[src/rtl/seq_divider.sv]
// Multi-cycle restoring divider: one quotient bit per cycle, fixed latency of DATA_WIDTH+2 edges.
// Define DIV_SIGNED_EN to honour signed_op; otherwise every divide is unsigned.
module seq_divider #(
  parameter int DATA_WIDTH = 32
) (
  input  logic                  clock,
  input  logic                  clear,
  input  logic                  start,
  input  logic                  signed_op,
  input  logic [DATA_WIDTH-1:0] dividend,
  input  logic [DATA_WIDTH-1:0] divisor,
  output logic                  busy,
  output logic                  done,
  output logic                  div_by_zero,
  output logic [DATA_WIDTH-1:0] quotient,
  output logic [DATA_WIDTH-1:0] remainder
);

  localparam int CW = (DATA_WIDTH > 1) ? $clog2(DATA_WIDTH) : 1;

  typedef enum logic [2:0] {IDLE, PREP, ITER, FIX, DONE} state_t;

  state_t                state_q, state_d;
  logic [CW-1:0]         count_q, count_d;
  logic [DATA_WIDTH-1:0] dvdIn_q, dvdIn_d;
  logic [DATA_WIDTH-1:0] dvsIn_q, dvsIn_d;
  logic [DATA_WIDTH-1:0] dvsMag_q, dvsMag_d;
  logic [DATA_WIDTH-1:0] rem_q, rem_d;
  logic [DATA_WIDTH-1:0] quo_q, quo_d;
  logic [DATA_WIDTH-1:0] quotient_q, quotient_d;
  logic [DATA_WIDTH-1:0] remainder_q, remainder_d;
  logic                  dbz_q, dbz_d;
  logic [DATA_WIDTH:0]   remShift;

`ifdef DIV_SIGNED_EN
  logic signedOp_q, signedOp_d;
  logic qNeg_q, qNeg_d;
  logic rNeg_q, rNeg_d;
`else
  logic unusedSignedOp;
  assign unusedSignedOp = signed_op;
`endif

  always_ff @(posedge clock or posedge clear) begin
    if (clear) begin
      state_q     <= IDLE;
      count_q     <= '0;
      dvdIn_q     <= '0;
      dvsIn_q     <= '0;
      dvsMag_q    <= '0;
      rem_q       <= '0;
      quo_q       <= '0;
      quotient_q  <= '0;
      remainder_q <= '0;
      dbz_q       <= 1'b0;
`ifdef DIV_SIGNED_EN
      signedOp_q  <= 1'b0;
      qNeg_q      <= 1'b0;
      rNeg_q      <= 1'b0;
`endif
    end else begin
      state_q     <= state_d;
      count_q     <= count_d;
      dvdIn_q     <= dvdIn_d;
      dvsIn_q     <= dvsIn_d;
      dvsMag_q    <= dvsMag_d;
      rem_q       <= rem_d;
      quo_q       <= quo_d;
      quotient_q  <= quotient_d;
      remainder_q <= remainder_d;
      dbz_q       <= dbz_d;
`ifdef DIV_SIGNED_EN
      signedOp_q  <= signedOp_d;
      qNeg_q      <= qNeg_d;
      rNeg_q      <= rNeg_d;
`endif
    end
  end

  always_comb begin
    state_d     = state_q;
    count_d     = count_q;
    dvdIn_d     = dvdIn_q;
    dvsIn_d     = dvsIn_q;
    dvsMag_d    = dvsMag_q;
    rem_d       = rem_q;
    quo_d       = quo_q;
    quotient_d  = quotient_q;
    remainder_d = remainder_q;
    dbz_d       = dbz_q;
    remShift    = {rem_q, quo_q[DATA_WIDTH-1]};
`ifdef DIV_SIGNED_EN
    signedOp_d  = signedOp_q;
    qNeg_d      = qNeg_q;
    rNeg_d      = rNeg_q;
`endif
    case (state_q)
      IDLE: begin
        if (start) begin
          dvdIn_d = dividend;
          dvsIn_d = divisor;
`ifdef DIV_SIGNED_EN
          signedOp_d = signed_op;
`endif
          state_d = PREP;
        end
      end
      PREP: begin
`ifdef DIV_SIGNED_EN
        qNeg_d   = signedOp_q & (dvdIn_q[DATA_WIDTH-1] ^ dvsIn_q[DATA_WIDTH-1]);
        rNeg_d   = signedOp_q & dvdIn_q[DATA_WIDTH-1];
        quo_d    = (signedOp_q && dvdIn_q[DATA_WIDTH-1]) ? -dvdIn_q : dvdIn_q;
        dvsMag_d = (signedOp_q && dvsIn_q[DATA_WIDTH-1]) ? -dvsIn_q : dvsIn_q;
`else
        quo_d    = dvdIn_q;
        dvsMag_d = dvsIn_q;
`endif
        rem_d   = '0;
        count_d = '0;
        state_d = ITER;
      end
      ITER: begin
        // remShift carries one extra bit, so the subtraction is exact whenever it is taken
        if (remShift >= {1'b0, dvsMag_q}) begin
          rem_d = remShift[DATA_WIDTH-1:0] - dvsMag_q;
          quo_d = {quo_q[DATA_WIDTH-2:0], 1'b1};
        end else begin
          rem_d = remShift[DATA_WIDTH-1:0];
          quo_d = {quo_q[DATA_WIDTH-2:0], 1'b0};
        end
        count_d = count_q + CW'(1);
        if (count_q == CW'(DATA_WIDTH - 1)) begin
          state_d = FIX;
        end
      end
      FIX: begin
        if (dvsIn_q == '0) begin
          quotient_d  = '1;
          remainder_d = dvdIn_q;
          dbz_d       = 1'b1;
        end else begin
          quotient_d  = quo_q;
          remainder_d = rem_q;
          dbz_d       = 1'b0;
`ifdef DIV_SIGNED_EN
          if (qNeg_q) quotient_d = -quo_q;
          if (rNeg_q) remainder_d = -rem_q;
`endif
        end
        state_d = DONE;
      end
      DONE: begin
        state_d = IDLE;
      end
      default: begin
        state_d = IDLE;
      end
    endcase
  end

  assign busy        = (state_q != IDLE);
  assign done        = (state_q == DONE);
  assign div_by_zero = dbz_q;
  assign quotient    = quotient_q;
  assign remainder   = remainder_q;

endmodule

[config.mk]
export PLATFORM = sky130hd
export DESIGN_NAME = seq_divider
export DESIGN_NICKNAME = d
export VERILOG_FILES = /design/src/rtl/seq_divider.sv
export SDC_FILE = /design/constraint.sdc
export NUM_CORES = 1
export LEC_CHECK = 0
export CAP_MARGIN = 20
export CORE_ASPECT_RATIO = 0.75
export CORE_MARGIN = 5
export CORE_UTILIZATION = 55
export DETAILED_ROUTE_END_ITERATION = 6
export GPL_ROUTABILITY_DRIVEN = 0
export PLACE_DENSITY = 0.79
export SLEW_MARGIN = 20
export SYNTH_ARGS = -nofsm -noshare
export SYNTH_HDL_FRONTEND = slang
export SYNTH_SLANG_ARGS = --single-unit
export TNS_END_PERCENT = 1
[constraint.sdc]
create_clock -name clock -period 11.8 [get_ports clock]
set_clock_uncertainty 0.1 [all_clocks]
set_input_delay 1.77 -clock clock [delete_from_list [all_inputs] [get_ports clock]]
set_output_delay 1.77 -clock clock [all_outputs]
set_load 0.02 [all_outputs]
==> results.yml, run 1 <==
clock_network:
  ctsResizeCount: 0
  cts_setup_buffers: 0
  cts_buffers: 24
  cts_buffer_depth: 3
  clock_latency_ns: 0.51
  cts_tree: "yes"
  cts-root-buf: "clkbuf_16"
  cts_sinks: 233
  hold_buffers: 0
  path_clk_slew_ns: 0.06
  htreeDepth: 1
global_routing:
  grt_pass1_vias: 8791
  grt_usage: 0.236
  grt_max_degree: 151
  antenna_found_initial: 0
  grt_pass1_wl_um: 45800
  grt-ovfl-total: 0
yosys:
  async_flop_share: 1.00
  yosysWarnings: 0
  ys_ff_latch: 233
  synth.area.top_cells: "dfrtp_1 (52%), nand2_1 (8.4%), mux2_2 (6.5%), o21ai_0 (5.8%), mux2i_1 (4.9%)"
  synth_top_area_share: 0.517
  synth.top_cells.by_count: "nand2_1 (251), dfrtp_1 (233), o21ai_0 (130), mux2_2 (65), clkbuf_1 (57)"
  postSynthAreaPerCell_um2: 9.95
  synth.most_common_cell: "nand2_1"
  netlist-cell-type-count: 59
  ys_seq_area_frac: 0.517
  synthesis.nets: 1236
  synthesis.area_mm2: 0.0113
  synth_edf_count: 0
  synthCells: 1133
  synth_flop_cell: "dfrtp_1"
  synth_top_area_cell: "dfrtp_1"
routing:
  firstDrtPassIters: 5
  drt_iter0_markers: 939
  ant_nets: 0
  vias_per_cell: 5.85
  vias: 8845
  wl_per_cell_um: 18.3
  drc: 0
  routed_wl_um: 27700
worst_setup_path:
  r2r_end: "rem_q[28]"
  cp_top_family: "buffers and inverters"
  critPathMaxStageDelay_ns: 0.58
  worst-setup-path-type: "reg -> out"
  cpMaxStageDelayCell: "clkdlybuf4s50_1"
  startpoint_type: "register"
  crit_buf_inv: 1
  cp.arrival_ns: 2.00
  worstSetupEndpointType: "output port"
  regToRegStartpoint: "rem_q[3]"
  startpoint: "state_q[1]"
  path_cells: "or3_1 > clkdlybuf4s50_1"
  cp.depth: 2
  worst_ep_required_time_ns: 9.93
  rrSetupSlack_ns: 7.95
  r2r_cells: 10
  critPathMaxFanout: 7
  endpoint: "busy"
placement:
  port_buffers: 133
  place.detailed.hpwl_um: 19000
  preCtsSetupSlack_ns: 7.49
die:
  rows: 45
  core_mm2: 0.0202
  start_util: 0.558
  die_w_um: 175
  ioPinCount: 135
  die-area_mm2: 0.0235
  die_h_um: 134
layout:
  area_growth_pct: 20.6
  layout-drive-gt1-share: 0.101
  antenna_cells: 0
  fin_nets: 1340
timing:
  finalHoldViolations: 0
  slew_headroom: 0.322
  rsz0062_at_grt: "no"
  fin_crit_ns: 3.87
  worstMarginPinSlew_ns: 1.01
  setup_viol: 0
  hold_ws_ns: 0.367
  setup_ws_ns: 7.93
  slew_viol_final: 0
  fin_crit_sh: 0.328
  max_freq_mhz: 258
  tns_ns: 0
power_and_ir_drop:
  powerDensity_mw_per_mm2: 300
  peakVddDrop_uv: 122
  totalPowerFinal_uw: 4080
  power.leakage_uw: 0.00612
worst_hold_path:
  min_path_type: "reg -> reg"
run:
  maxCapViolations: 0
status:
  status: "complete, no violations"
## kinds of logic after synthesis
| kind of cell | count (synthesis) | synth area share |
|---|---|---|
| compound gates | 269 | 0.142 |
| flops | 233 | 0.517 |
| simple gates | 339 | 0.129 |
| buf+inv | 110 | 0.0381 |
| fa+ha+maj | 35 | 0.0395 |
| mux | 120 | 0.114 |
| xor+xnor | 27 | 0.0210 |
## report_power, final
group	switching (µW)	total (µW)	internal [µW]	leakage, µW
clock network	314	776	461	0.000409
registers	268	1410	1140	0.00297
logic	1090	1890	799	0.00274
## flip-flops by register name (all words and copies together), names as in the netlist, 3 cells and up
register and count:
quo_q 32, count_q 5, rem_q 32, dvsMag_q 32
dvsIn_q 32, remainder 32, dvdIn_q 32, state_q 3
quotient 32
## worst min-delay path, stage by stage (launching register included)
cell and delay [ns]:
dfrtp_1 0.34, nand2_1 0.05, nand2_1 0.05
## cell type report
type / count / area (µm²)
flip-flops and latches: 233 / 5830
well taps: 258 / 323
clock inverters: 7 / 67.6
multi-input cells: 790 / 5040
fillers: 1568 / 6620
clock buffers: 37 / 751
inverters: 48 / 193
repair buffers: 140 / 1390
## placed cells by master, fill, tap and decap left out, types with 11 or more instances in the layout
cell type        instances
mux2_2                  65
nor2_1                  21
o21ai_1                 17
clkdlybuf4s50_1        133
a21o_1                  17
nand3_1                 12
clkbuf_16               25
inv_1                   47
a21oi_1                 34
nand2_1                250
mux2i_1                 55
nor4_1                  11
ha_1                    34
a22oi_1                 32
dfrtp_1                233
o21ai_0                130
xnor2_1                 23
## metal layers
metal | share of wire | track usage | routed length (µm) | vias up
met2 | 0.46 | 0.372 | 12700 | 309
met1 | 0.45 | 0.353 | 12500 | 4358
met4 | 0.021 | 0.0506 | 582 | 0
li1 | - | - | - | 4136
met3 | 0.068 | 0.0330 | 1880 | 42
met5 | 0 | 0 | 0 | -
## worst min-delay path by stage
stage	slack, ns	from	endpoint	cells past startpoint
after floorplan	0.34	count_q[3]	count_q[3]	1
after global placement	0.35	quotient[8]	quotient[8]	2
after detailed placement	0.35	quotient[12]	quotient[12]	2
after CTS	0.37	quotient[3]	quotient[3]	2
after global routing	0.40	quotient[0]	quotient[0]	2
final	0.37	quotient[9]	quotient[9]	2
## through the flow
step                instances  utilization  area (µm²)
finish                   1513        0.673       13600
global route             1513        0.673       13600
CTS                      1513        0.672       13600
detailed placement       1469        0.632       12800
global placement         1469        0.632       12800
floorplan                1133            -       11300
Power figures use the tool's default switching activity.
==> run 2: changes to the inputs <==
- CORE_UTILIZATION: 55 -> 51
- PLACE_DENSITY: 0.79 -> 0.77
- clock period: 11.8 -> 3.5 ns (I/O delays scaled with it)
==> run 2 against run 1 <==
Worst setup slack got worse by 7.7 ns. Non-clock buffer count rose by 13. Cell area rose by 1.1%. Largest cell class unchanged. Register-to-register slack got worse by 7.7 ns. Critical path type is now reg -> reg.
==> results.yml, run 2 (synthesized netlist as in run 1, its figures left out) <==
timing:
  worstMarginPinSlew_ns: 0.882
  fin_crit_sh: 0.931
  fin_crit_ns: 3.26
  rsz0062_at_grt: "no"
  slew_headroom: 0.412
  tns_ns: 0
  slew_viol_final: 0
  max_freq_mhz: 307
  setup_viol: 0
  finalHoldViolations: 0
routing:
  firstDrtPassIters: 5
  wl_per_cell_um: 17.8
  highest_layer: "met4"
  vias: 8812
  wl_met3_um: 1630
  routed_wl_um: 27800
  vias_per_cell: 5.65
  m1WireLength_um: 12700
  ant_nets: 0
  drc: 0
  wl_met2_um: 12800
  drt_iter0_markers: 694
layout:
  layout-drive-gt1-share: 0.107
  fill_cells: 1792
  fin_nets: 1353
  final_cell_mix: "nand2_1 (250), dfrtp_1 (233), clkdlybuf4s50_1 (133)"
  area_growth_pct: 22.0
  fin_cells: 1560
  antenna_cells: 0
  final_common_cell: "nand2_1"
  finalInstanceArea_mm2: 0.0137
die:
  die_w_um: 182
  die-area_mm2: 0.0252
  core_mm2: 0.0219
  start_util: 0.514
  rows: 47
  ioPinCount: 135
  die_h_um: 139
clock_network:
  htreeDepth: 1
  ctsResizeCount: 0
  path_clk_slew_ns: 0.06
  clock_latency_ns: 0.52
  cts_sinks: 233
  cts_tree: "yes"
  cts_buffers: 24
  cts_buffer_depth: 3
  cts-root-buf: "clkbuf_16"
  hold_buffers: 0
  cts_setup_buffers: 0
status:
  status: "complete, no violations"
placement:
  dpl_cell_area_mm2: 0.0130
  placed_cells: 1518
  port_buffers: 133
  place.detailed.hpwl_um: 19700
global_routing:
  grt_pass1_wl_um: 46400
  antenna_found_initial: 0
  grt-ovfl-total: 0
  grt_pass1_vias: 8866
  grt_max_degree: 104
  grt_usage: 0.220
worst_setup_path:
  startpoint_type: "register"
  worst_ep_required_time_ns: 3.79
  critPathMaxFanout: 9
  cp.arrival_ns: 3.55
  worstSetupEndpointType: "register"
  worst-setup-path-type: "reg -> reg"
run:
  maxCapViolations: 0
power_and_ir_drop:
  power.leakage_uw: 0.00617
  peakVddDrop_uv: 483
  powerDensity_mw_per_mm2: 1000
worst_hold_path:
  min_path_type: "in -> async"
-- run 2: path summary, 6_finish.rpt --
kind	endpoint	depth (start not counted)	start	slack (ns)
max in group asynchronous	dvdIn_q[12]	3	clear	2.24
setup reg to reg	rem_q[0]	10	rem_q[7]	0.24
setup / recovery	rem_q[0]	10	rem_q[7]	0.24
hold / removal	rem_q[4]	2	clear	0.24
min in group clock	quotient[10]	2	quotient[10]	0.36
hold reg to reg	quotient[10]	2	quotient[10]	0.36
-- run 2: final cells by class --
class	count	area (µm²)	share of cell area
clock buffers	37	721	0.0524
clock inverters	5	57.6	0.00419
inverters	48	184	0.0134
multi-input cells	790	5040	0.367
flip-flops and latches	233	5830	0.424
well taps	294	368	0.0268
repair buffers	153	1540	0.112
-- run 2: where the power goes --
part	internal, µW	total, µW	switching (µW)
logic	2810	6480	3670
registers	3860	4750	894
clock network	1490	2520	1030
total	8150	13800	5600
-- run 2: metal layers --
metal	track usage	up-vias
li1	-	4172
met1	0.317	4329
met3	0.0336	48
met5	0	-
met2	0.358	263
met4	0.0462	0
-- run 2: critical path: stages (launching register included) --
cell and delay (ns):
dfrtp_1 0.44, ha_1 0.40, nand3_1 0.23, o22ai_1 0.17
a221oi_2 0.30, o31ai_1 0.13, a31o_2 0.33, or4_4 0.55
nand2_4 0.15, nand2_1 0.07, a32o_1 0.25
-- run 2: metrics by stage --
stage	total power [µW]	hold slack (ns)	setup WS, ns	util
4_1_cts	13800	0.240	0.272	0.627
3_5_place_dp	11200	0.355	0.331	0.591
3_3_place_gp	11000	0.351	0.381	0.591
2_1_floorplan	9070	0.338	-0.175	-
6_report	13800	0.239	0.243	0.627
5_1_grt	14700	0.259	0.0230	0.627
